[src/rtl/sync_fifo_param.sv]
// sync_fifo_param
// ---------------
// This is a single-clock FIFO with a configurable width and depth. It has
// registered status flags, an occupancy count, and one-cycle overflow and
// underflow error pulses. Two read styles are available:
//   FWFT = 0 : Standard read. Data appears on data_out one cycle after the read edge.
//   FWFT = 1 : First-word-fall-through. data_out always shows the head entry
//              whenever the FIFO is not empty.
//
// Ports
//   clk          in   rising-edge clock for all logic
//   rst          in   synchronous active-high reset
//   we           in   write request
//   re           in   read request
//   data_in      in   [DATA_WIDTH]   write data
//   data_out     out  [DATA_WIDTH]   read data (registered)
//   full         out  count == DEPTH
//   empty        out  count == 0
//   almost_full  out  count >= AF_THRESH
//   almost_empty out  count <= AE_THRESH
//   count        out  [$clog2(DEPTH)+1]  occupancy, 0..DEPTH
//   overflow     out  one-cycle pulse after a rejected write
//   underflow    out  one-cycle pulse after a rejected read
module sync_fifo_param #(
    parameter int DATA_WIDTH = 8,
    parameter int DEPTH      = 16,
    parameter int AF_THRESH  = 14,
    parameter int AE_THRESH  = 2,
    parameter int FWFT       = 0
) (
    input  logic                    clk,
    input  logic                    rst,
    input  logic                    we,
    input  logic                    re,
    input  logic [DATA_WIDTH-1:0]   data_in,
    output logic [DATA_WIDTH-1:0]   data_out,
    output logic                    full,
    output logic                    empty,
    output logic                    almost_full,
    output logic                    almost_empty,
    output logic [$clog2(DEPTH):0]  count,
    output logic                    overflow,
    output logic                    underflow
);

    localparam int PW = $clog2(DEPTH);
    localparam int CW = PW + 1;
    localparam logic [CW-1:0] FULL_COUNT = CW'(DEPTH);
    localparam logic [CW-1:0] AF_COUNT   = CW'(AF_THRESH);
    localparam logic [CW-1:0] AE_COUNT   = CW'(AE_THRESH);

    logic [DATA_WIDTH-1:0] mem [DEPTH];
    logic [PW-1:0]         wr_ptr;
    logic [PW-1:0]         rd_ptr;
    logic [PW-1:0]         wr_ptr_next;
    logic [PW-1:0]         rd_ptr_next;
    logic [CW-1:0]         count_next;
    logic                  rd_ok;
    logic                  wr_ok;

    // Accept logic. A write into a full FIFO is allowed only when a read
    // frees a slot on the same edge. Because empty blocks rd_ok, a combined
    // read and write on an empty FIFO turns into a write only.
    always_comb begin
        rd_ok       = re && !empty;
        wr_ok       = we && (!full || rd_ok);
        wr_ptr_next = wr_ok ? wr_ptr + PW'(1) : wr_ptr;
        rd_ptr_next = rd_ok ? rd_ptr + PW'(1) : rd_ptr;
        count_next  = count;
        if (wr_ok && !rd_ok)
            count_next = count + CW'(1);
        else if (rd_ok && !wr_ok)
            count_next = count - CW'(1);
    end

    // The storage array is deliberately left without a reset. Old contents
    // are never visible after a reset, because the pointers and count restart.
    always_ff @(posedge clk) begin
        if (!rst && wr_ok)
            mem[wr_ptr] <= data_in;
    end

    // Pointers, count and flags. The flags are derived from count_next, so
    // they agree with the new count right after each edge.
    always_ff @(posedge clk) begin
        if (rst) begin
            wr_ptr       <= '0;
            rd_ptr       <= '0;
            count        <= '0;
            full         <= 1'b0;
            empty        <= 1'b1;
            almost_full  <= 1'b0;
            almost_empty <= 1'b1;
            overflow     <= 1'b0;
            underflow    <= 1'b0;
        end else begin
            wr_ptr       <= wr_ptr_next;
            rd_ptr       <= rd_ptr_next;
            count        <= count_next;
            full         <= (count_next == FULL_COUNT);
            empty        <= (count_next == '0);
            almost_full  <= (count_next >= AF_COUNT);
            almost_empty <= (count_next <= AE_COUNT);
            overflow     <= we && !wr_ok;
            underflow    <= re && !rd_ok;
        end
    end

    // Read data register.
    // In FWFT mode, this register is loaded with the entry that will be at
    // the head after the edge. When that head is the word being written on
    // this same edge, the word does not exist in mem yet. It is therefore
    // taken from data_in into the register. It first shows on data_out in
    // the following cycle, never combinationally.
    always_ff @(posedge clk) begin
        if (rst) begin
            data_out <= '0;
        end else if (FWFT == 0) begin
            if (rd_ok)
                data_out <= mem[rd_ptr];
        end else if (count_next != '0) begin
            if (wr_ok && (rd_ptr_next == wr_ptr))
                data_out <= data_in;
            else
                data_out <= mem[rd_ptr_next];
        end
    end

endmodule

[config.mk]
export PLATFORM = sky130hd
export DESIGN_NAME = sync_fifo_param
export DESIGN_NICKNAME = d
export VERILOG_FILES = /design/src/rtl/sync_fifo_param.sv
export SDC_FILE = /design/constraint.sdc
export NUM_CORES = 1
export LEC_CHECK = 0
export ABC_CLOCK_PERIOD_IN_PS = 3300
export CAP_MARGIN = 20
export CORE_MARGIN = 4
export CORE_UTILIZATION = 45
export DETAILED_ROUTE_END_ITERATION = 7
export GPL_TIMING_DRIVEN = 0
export PLACE_DENSITY = 0.73
export SYNTH_ARGS = -nofsm -noshare
export SYNTH_HDL_FRONTEND = slang
export SYNTH_SLANG_ARGS = --single-unit
[constraint.sdc]
create_clock -name clk -period 3.3 [get_ports clk]
set_input_delay 0.33 -clock clk [delete_from_list [all_inputs] [get_ports clk]]
set_output_delay 0.33 -clock clk [all_outputs]
set_load 0.02 [all_outputs]
Word-level counts from Yosys, hierarchy flattened
Memory sizes are Yosys's and may differ from the RTL's. A register that Yosys moved wholly into a read port is not among the register bits.
Cells that the tools add are included.
- memories kept: 1
- bits in writable memories: 128
- input bits: 12
- logic and storage cells: 35
- flip-flop bits (word level): 19
- output and inout bits: 19
- reductions and logical operators: 14
- add/subtract/negate cells: 4
- muxes and demuxes: 4
- eq/ne operators: 1
- magnitude comparators: 2
- memories (memory ; words ; width ; rd ports ; clocked after Yosys merged registers in ; write ports ; RTL line ; text):
    mem ; 16 ; 8 ; 1 ; 1 ; 1 ; 52 ; logic [DATA_WIDTH-1:0] mem [DEPTH];
- operator list (operator ; number):
    $mux W5 ; 2
    $add A4 B1 Y4 const B ; 2
    $logic_and A1 B1 Y1 ; 7
    $add A5 B1 Y5 const B ; 1
    $eq A5 B5 Y1 const B ; 1
    $ge A5 B4 Y1 const B ; 1
    $le A5 B2 Y1 const B ; 1
    $logic_not A1 Y1 ; 5
    $logic_not A5 Y1 ; 1
    $sub A5 B1 Y5 const B ; 1
    $mux W1 ; 2
    $logic_or A1 B1 Y1 ; 1

Depth between registers and ports, before layout
Gate-level depths: netlist (run 1).
- depth in word-level cells: 9
- mapped depth: 8
- mapped depth without buffers: 8

Worst setup path after synthesis (run 1)
Ideal clock, no wire load.
- path kind: reg2reg
- from: reg empty
- to: mem mem[0][0], enable pin
- data required time: 2.917 ns
- setup slack: 0.994 ns
- cell stages (with the launch flop): 7
- arrival: 1.922 ns
- buffers on the path: 1
- setup time: 0.383 ns
- cell sequence: dfxtp_1 -> nand2b_1 -> clkbuf_1 -> a21boi_2 -> and2_1 -> nand2_1 -> nor3_1
- longest elaborated chain between the ends: 7
- RTL lines (item ; RTL line ; text):
    start, declared ; 38 ; output logic empty,
    start signal, assigned ; 101 ; empty <= (count_next == '0);
    $logic_not A1 Y1 ; 65 ; rd_ok = re && !empty;
    $logic_and A1 B1 Y1 ; 65 ;
    $logic_or A1 B1 Y1 ; 66 ; wr_ok = we && (!full || rd_ok);
    $logic_and A1 B1 Y1 ; 66 ;
    $logic_and A1 B1 Y1 ; 79 ; if (!rst && wr_ok)
    $mux W1 ; 79 ;
    $mux W1 (not written as such) ; 80 ; mem[wr_ptr] <= data_in;
    end, declared ; 52 ;
No other way between the ends.

Worst setup path after layout (run 1)
- from: in re
- to: mem mem[1][5], enable pin
- longest elaborated chain between the ends: 6
- RTL lines (item ; RTL line ; text):
    start, declared ; 34 ; input logic re,
    $logic_and A1 B1 Y1 ; 65 ;
    $logic_or A1 B1 Y1 ; 66 ;
    $logic_and A1 B1 Y1 ; 66 ;
    $logic_and A1 B1 Y1 ; 79 ;
    $mux W1 ; 79 ;
    $mux W1 (not written as such) ; 80 ;
No other way between the ends.

==> results of run 1 <==
[where the power goes]
part,internal [mW],switching [mW]
sequential,2.16,0.0348
combinational,0.224,0.253
clock,1.10,0.738
[logic make-up (layout without fill, tap and decap cells)]
logic type / count (synthesis) / count (layout) / share of synthesized area (%)
xor+xnor: 9 / 9 / 1.285
simple gates: 76 / 76 / 6.365
mux: 34 / 34 / 12.28
compound gates: 44 / 44 / 5.039
flops: 155 / 155 / 71.48
buf+inv: 27 / 93 / 2.121
fa+ha+maj: 7 / 7 / 1.428
[flip-flops by register name, indices dropped and copies added, names as in the netlist, 4 cells and up]
register  cells
wr_ptr        4
mem         128
count         5
data_out      8
rd_ptr        4
[layer usage]
metal	GRT usage (%)	share of wire, %	wire, um	up-vias
li1	-	-	-	1481
met1	20.90	41	5026	1664
met2	27.26	49	6088	138
met3	4.846	6.9	852	30
met4	8.962	3.4	423	0
met5	0	0	0	-
[layout by cell type (no fill, tap or decap), types with 2 or more instances in the layout]
cell / instances
inv_1: 8
nor4_2: 2
o21ai_0: 2
clkinv_2: 4
clkinv_1: 3
buf_1: 8
mux4_2: 32
edfxtp_1: 128
nand3_1: 2
bufinv_16: 2
clkdlybuf4s50_1: 30
xnor2_1: 4
buf_2: 2
nor3_1: 8
nor2b_1: 2
nand2b_1: 3
a21oi_1: 20
nand2_1: 11
buf_4: 6
clkinv_4: 3
dfxtp_1: 27
nand4_1: 2
xor2_1: 5
nor2_1: 31
and2_1: 3
a22oi_1: 16
clkbuf_16: 17
clkbuf_1: 4
ha_1: 7
[worst register-to-register path, stage by stage (launching register included)]
cell and delay (ps):
dfxtp_1 340, nand2b_1 170, clkbuf_1 260, a21boi_2 350, and2_1 260, nand2_1 220
nor3_1 550, buf_4 270
[path summary, 6_finish.rpt]
check	startpoint	to	slack [ps]
setup / recovery	re	mem[1][5]	570
hold / removal	data_out[7]	data_out[7]	480
setup reg to reg	empty	mem[1][5]	590
hold reg to reg	data_out[7]	data_out[7]	480
[layout make-up]
cell class | count | area, sq um | share of cell area, %
repair buffers | 34 | 330.3 | 4.560
clock inverters | 14 | 130.1 | 1.797
clock buffers | 18 | 429.2 | 5.925
plain buffers | 18 | 96.34 | 1.330
inverters | 9 | 33.78 | 0.4664
multi-input cells | 170 | 1619 | 22.35
flip-flops and latches | 155 | 4384 | 60.53
well taps | 176 | 220.2 | 3.040
[stage by stage]
stage,total power [mW],TNS [ps]
2_1_floorplan,2.543,0
3_3_place_gp,2.698,-1305
3_5_place_dp,2.716,0
4_1_cts,4.539,0
5_1_grt,4.681,0
6_report,4.510,0
==> key figures, run 1 <==
Floorplanning
  • Die height: 124.7 um
  • Core area: 13300 sq um
  • Starting density of the core: 46.13%
  • # rows: 42
  • IO Pins: 31
  • Die ar.: 15560 sq um
  • Die width: 124.7 um

GRT
  • First-pass GRT wire length: 19380 um
  • Initial antenna violation count: 0
  • Pin count of the biggest net entering global routing: 17
  • GRT Overall Usage: 16.98%
  • Number of global-route vias before repair: 3430
  • Remaining Overflow, GRT: 0

STA
  • Post-route minimum period: 2731 ps
  • FMAX: 366.2 MHz
  • Setup ws final: 569.3 ps
  • Hold Vio Cnt, Final: 0
  • Unrepaired setup endpoints after global routing: false
  • Setup-failing EPs final: 0
  • Post-route clock period utilization: 82.75%
  • Max Slew Vio Count: 0
  • Clock skew: 6.224 ps
  • Slew @ Worst Pin: 784.2 ps
  • Rel. slew slack: 47.53%
  • Tightest hold margin: 484.7 ps

Place
  • Placed instance area: 6684 sq um
  • Place WS: 193.6 ps
  • Dpl hpwl: 8109 um
  • DP Cell Count: 562
  • I/O Buffers: 30
  • GP Congestion: 0.8539

Finish
  • # nets final: 424
  • Filler instances: 1023
  • Antenna diodes: 0
  • Layout Utilization: 54.48%
  • Finished Cell Area: 7243 sq um
  • Share of layout cells above drive strength 1: 20.10%
  • Post-route insts no fill: 594
  • Syn-to-layout area delta: 18.09%

Synthesis
  • Synthesized instance count: 352
  • Number of flops mapped to enable cells by yosys: 128
  • Synth warn: 0
  • Syn_area_per_cell: 17.42 sq um
  • Top cell type's share of synthesized area: 62.67%
  • Most numerous cell in the Yosys netlist: edfxtp_1
  • Sequential-to-total area share from yosys stat: 71.48%
  • #FFs+latches synth: 155
  • Synth top area cells: edfxtp_1, mux4_2, dfxtp_1
  • Commonest cells post-synth: edfxtp_1, mux4_2, nor2_1
  • Synthesized area: 6133 sq um
  • Synth area leader: edfxtp_1
  • Async SR Flop Fraction: 0%
  • Synth cell types: 47
  • Top_reg_cell synth: edfxtp_1
  • Syn Nets: 371

Detailed routing
  • Wirelength per Cell: 20.86 um
  • Vias: 3313
  • Final WL: 12390 um
  • Post-route ant nets: 0
  • 1st-pass router iterations: 5
  • DRC Markers: 0
  • Initial DRC count: 277
  • DR vias/cell: 5.577

Critical path
  • Crit-path max FO: 10
  • Crit. End Element: flip-flop
  • CP startpoint kind: primary input
  • Max incr delay on CP: 550 ps
  • CP Class: primary input to flip-flop
  • WP depth: 8
  • Slowest cell on crit path: nor3_1
  • Top delay family on crit path: simple AND/OR/NAND/NOR gates
  • Data arrival, critical path: 2860 ps
  • Worst r2r path cells: 7
  • Worst path cell trace: clkdlybuf4s50_1, nand2b_1, clkbuf_1, a21boi_2, and2_1, nand2_1, nor3_1, buf_4
  • CP bufs+invs: 3
  • WP data required: 3430 ps

CTS
  • Clock transition at path regs: 60 ps
  • Clk_lat worst skew: 420 ps
  • H-Tree Depth: 4
  • CTS tree: done
  • Inserted Clock Buffers: 17
  • Root buf cell: clkbuf_16
  • Num Clock Sinks: 155
  • # Post-CTS Setup Buffers: 0
  • Cts-stage hold buffer count: 0
  • CTS resizes: 0
  • Max Root-Sink Buffers: 2

Power and ir drop
  • Pwr dens: 622.7 nW/um^2
  • Leak pwr: 2.347 nW
  • Worst vdd ir: 0.0003650 V

Outcome
  • Outcome: completed

Flow run
  • Max cap viols: 0

Min path
  • Tightest Hold Check Type: flip-flop to flip-flop
  • Hold path cells: 2
Note: power is estimated with default switching activity, not from simulation.
==> run 2: changes to the inputs <==
--- a/config.mk
+++ b/config.mk
@@ -5,7 +5,7 @@
 export SDC_FILE = /design/constraint.sdc
 export NUM_CORES = 1
 export LEC_CHECK = 0
-export ABC_CLOCK_PERIOD_IN_PS = 3300
+export ABC_CLOCK_PERIOD_IN_PS = 2700
 export CAP_MARGIN = 20
 export CORE_MARGIN = 4
 export CORE_UTILIZATION = 45
==> constraint.sdc (replaced) <==
create_clock -name clk -period 2.7 [get_ports clk]
set_input_delay 0.27 -clock clk [delete_from_list [all_inputs] [get_ports clk]]
set_output_delay 0.27 -clock clk [all_outputs]
set_load 0.02 [all_outputs]
==> key figures, run 2 (same netlist as run 1, synthesis figures left out) <==
Outcome
  • Outcome: completed

STA
  • Tightest hold margin: 484.9 ps (+0.1610 ps)
  • Clock skew: 8.224 ps (+2.001 ps)
  • Unrepaired setup endpoints after global routing: true
  • Rel. slew slack: 50.57% (+3.0 points)
  • Post-route clock period utilization: 97.03%
  • Hold Vio Cnt, Final: 0 (unchanged)
  • Slew @ Worst Pin: 738.6 ps (-45.54 ps)
  • Setup TNS: 0 ps (unchanged)
  • Post-route minimum period: 2620 ps
  • FMAX: 381.7 MHz
  • Max Slew Vio Count: 0 (unchanged)
  • Setup-failing EPs final: 0 (unchanged)

Min path
  • Tightest Hold Check Type: flip-flop to flip-flop
  • Hold worst-path end: data_out[7]
  • Hold path cells: 2 (unchanged)
  • HP Start: data_out[7]

Critical path
  • RR Endpoint: mem[11][5]
  • Top delay family on crit path: simple AND/OR/NAND/NOR gates
  • R2r setup slk: 80 ps (-510 ps)
  • WP data required: 2750 ps (-680 ps)
  • Crit-path max FO: 10 (unchanged)
  • Worst R2R Start: empty
  • CP startpoint kind: flip-flop
  • CP bufs+invs: 1 (-2)
  • Worst path cell trace: nand2b_1, clkbuf_1, a21boi_2, and2_1, nand2_1, nor2_1
  • Max incr delay on CP: 630 ps (+80 ps)
  • Worst r2r path cells: 6 (-1)
  • Slowest cell on crit path: nor2_1
  • Crit. End Element: flip-flop
  • Data arrival, critical path: 2670 ps (-190 ps)
  • CP Class: flip-flop to flip-flop

GRT
  • First-pass GRT wire length: 19410 um (+0.14%)
  • Pin count of the biggest net entering global routing: 17 (unchanged)
  • Remaining Overflow, GRT: 0 (unchanged)
  • Initial antenna violation count: 0 (unchanged)
  • Number of global-route vias before repair: 3435 (+0.15%)
  • GRT Overall Usage: 16.99% (+0.019 points)

Finish
  • Finished Cell Area: 7288 sq um (+0.62%)
  • Share of layout cells above drive strength 1: 23.44% (+3.3 points)
  • Commonest non-fill, non-tap cell in the layout: edfxtp_1
  • Top flop regs: mem: 128 flops, data_out: 8 flops, count: 5 flops
  • Syn-to-layout area delta: 18.83%
  • Most frequent cells in the layout: edfxtp_1, mux4_2, clkdlybuf4s50_1
  • Largest register FFs: 128 (unchanged)
  • Layout Utilization: 54.82% (+0.34 points)
  • Antenna diodes: 0 (unchanged)
  • Most flop-heavy register: mem
  • # nets final: 424 (unchanged)

CTS
  • CTS tree: done
  • Cts-stage hold buffer count: 0 (unchanged)
  • Max Root-Sink Buffers: 2 (unchanged)
  • CTS resizes: 2 (+2)
  • Clock transition at path regs: 60 ps (about the same)
  • Num Clock Sinks: 155 (unchanged)
  • Clk_lat worst skew: 420 ps (about the same)
  • Root buf cell: clkbuf_16
  • H-Tree Depth: 4 (unchanged)
  • Inserted Clock Buffers: 17 (unchanged)
  • # Post-CTS Setup Buffers: 0 (unchanged)

Power and ir drop
  • Leak pwr: 2.365 nW (+0.75%)
  • Power Total: 5.518 mW (+22%)
  • Worst vdd ir: 0.0004442 V (+22%)
  • Pwr dens: 757.1 nW/um^2 (+22%)

Detailed routing
  • DR vias/cell: 5.557 (-0.36%)
  • 1st-pass router iterations: 6 (+1)
  • Post-route ant nets: 0 (unchanged)
  • Initial DRC count: 292 (+5.4%)
  • Final WL: 12380 um (-0.10%)
  • Wirelength per Cell: 20.84 um (-0.10%)
  • DRC Markers: 0 (unchanged)
  • Vias: 3301 (-0.36%)

Floorplanning
  • Die width: 124.7 um (unchanged)
  • Die ar.: 15560 sq um (unchanged)
  • Core area: 13300 sq um (unchanged)
  • IO Pins: 31 (unchanged)
  • # rows: 42 (unchanged)
  • Die height: 124.7 um (unchanged)
  • Starting density of the core: 46.13% (unchanged)

Place
  • I/O Buffers: 30 (unchanged)
  • GP Congestion: 0.8539 (unchanged)
  • Dpl hpwl: 8109 um (unchanged)
  • Placed instance area: 6684 sq um (unchanged)

Flow run
  • Max cap viols: 0 (unchanged)
[run 2: how the worst max path moves through the flow]
stage,from,end,slack (ps),depth (start not counted)
after detailed placement,re,mem[3][3],-350,8
after floorplan,empty,mem[0][0],390,6
final,empty,mem[11][5],80,6
after CTS,empty,mem[3][5],10,7
after global placement,re,mem[1][3],-590,7
after global routing,empty,mem[11][5],-110,6
[run 2: cell type report]
cell class,count,area (sq um)
fillers,1016,6007
well taps,176,220.2
clock inverters,14,130.1
repair buffers,34,330.3
flip-flops and latches,155,4384
plain buffers,18,96.34
inverters,9,33.78
clock buffers,18,429.2
multi-input cells,170,1664
[run 2: power breakdown]
group	switching [mW]	total [mW]	internal, mW
logic	0.310	0.584	0.274
clock network	0.906	2.25	1.34
registers	0.0426	2.69	2.64
[run 2: layer usage]
layer / up-vias / GRT usage (%) / share of wire (%)
li1: 1482 / - / -
met1: 1626 / 21.02 / 40
met2: 164 / 27.29 / 49
met3: 29 / 4.674 / 7.8
met4: 0 / 9.026 / 3.5
met5: - / 0 / 0
[run 2: worst register-to-register path, stage by stage (launching register included)]
cell and delay (ps):
dfxtp_1 340, nand2b_1 170, clkbuf_1 270, a21boi_2 360
and2_1 260, nand2_1 230, nor2_1 630
[run 2: per-stage QoR]
step                setup WS, ps  cells
finish                     80.22    594
global route              -109.4    594
CTS                        10.89    594
detailed placement        -346.4    562
global placement          -587.5    558
floorplan                  394.2    352
==> run 3: changes to the inputs <==
--- a/config.mk
+++ b/config.mk
@@ -9,6 +9,7 @@
 export CAP_MARGIN = 20
 export CORE_MARGIN = 4
 export CORE_UTILIZATION = 45
+export CTS_CLUSTER_SIZE = 14
 export DETAILED_ROUTE_END_ITERATION = 7
 export GPL_TIMING_DRIVEN = 0
 export PLACE_DENSITY = 0.73
==> results of run 3 <==
Final layout, timing and power as in run 2 (identical DEF).
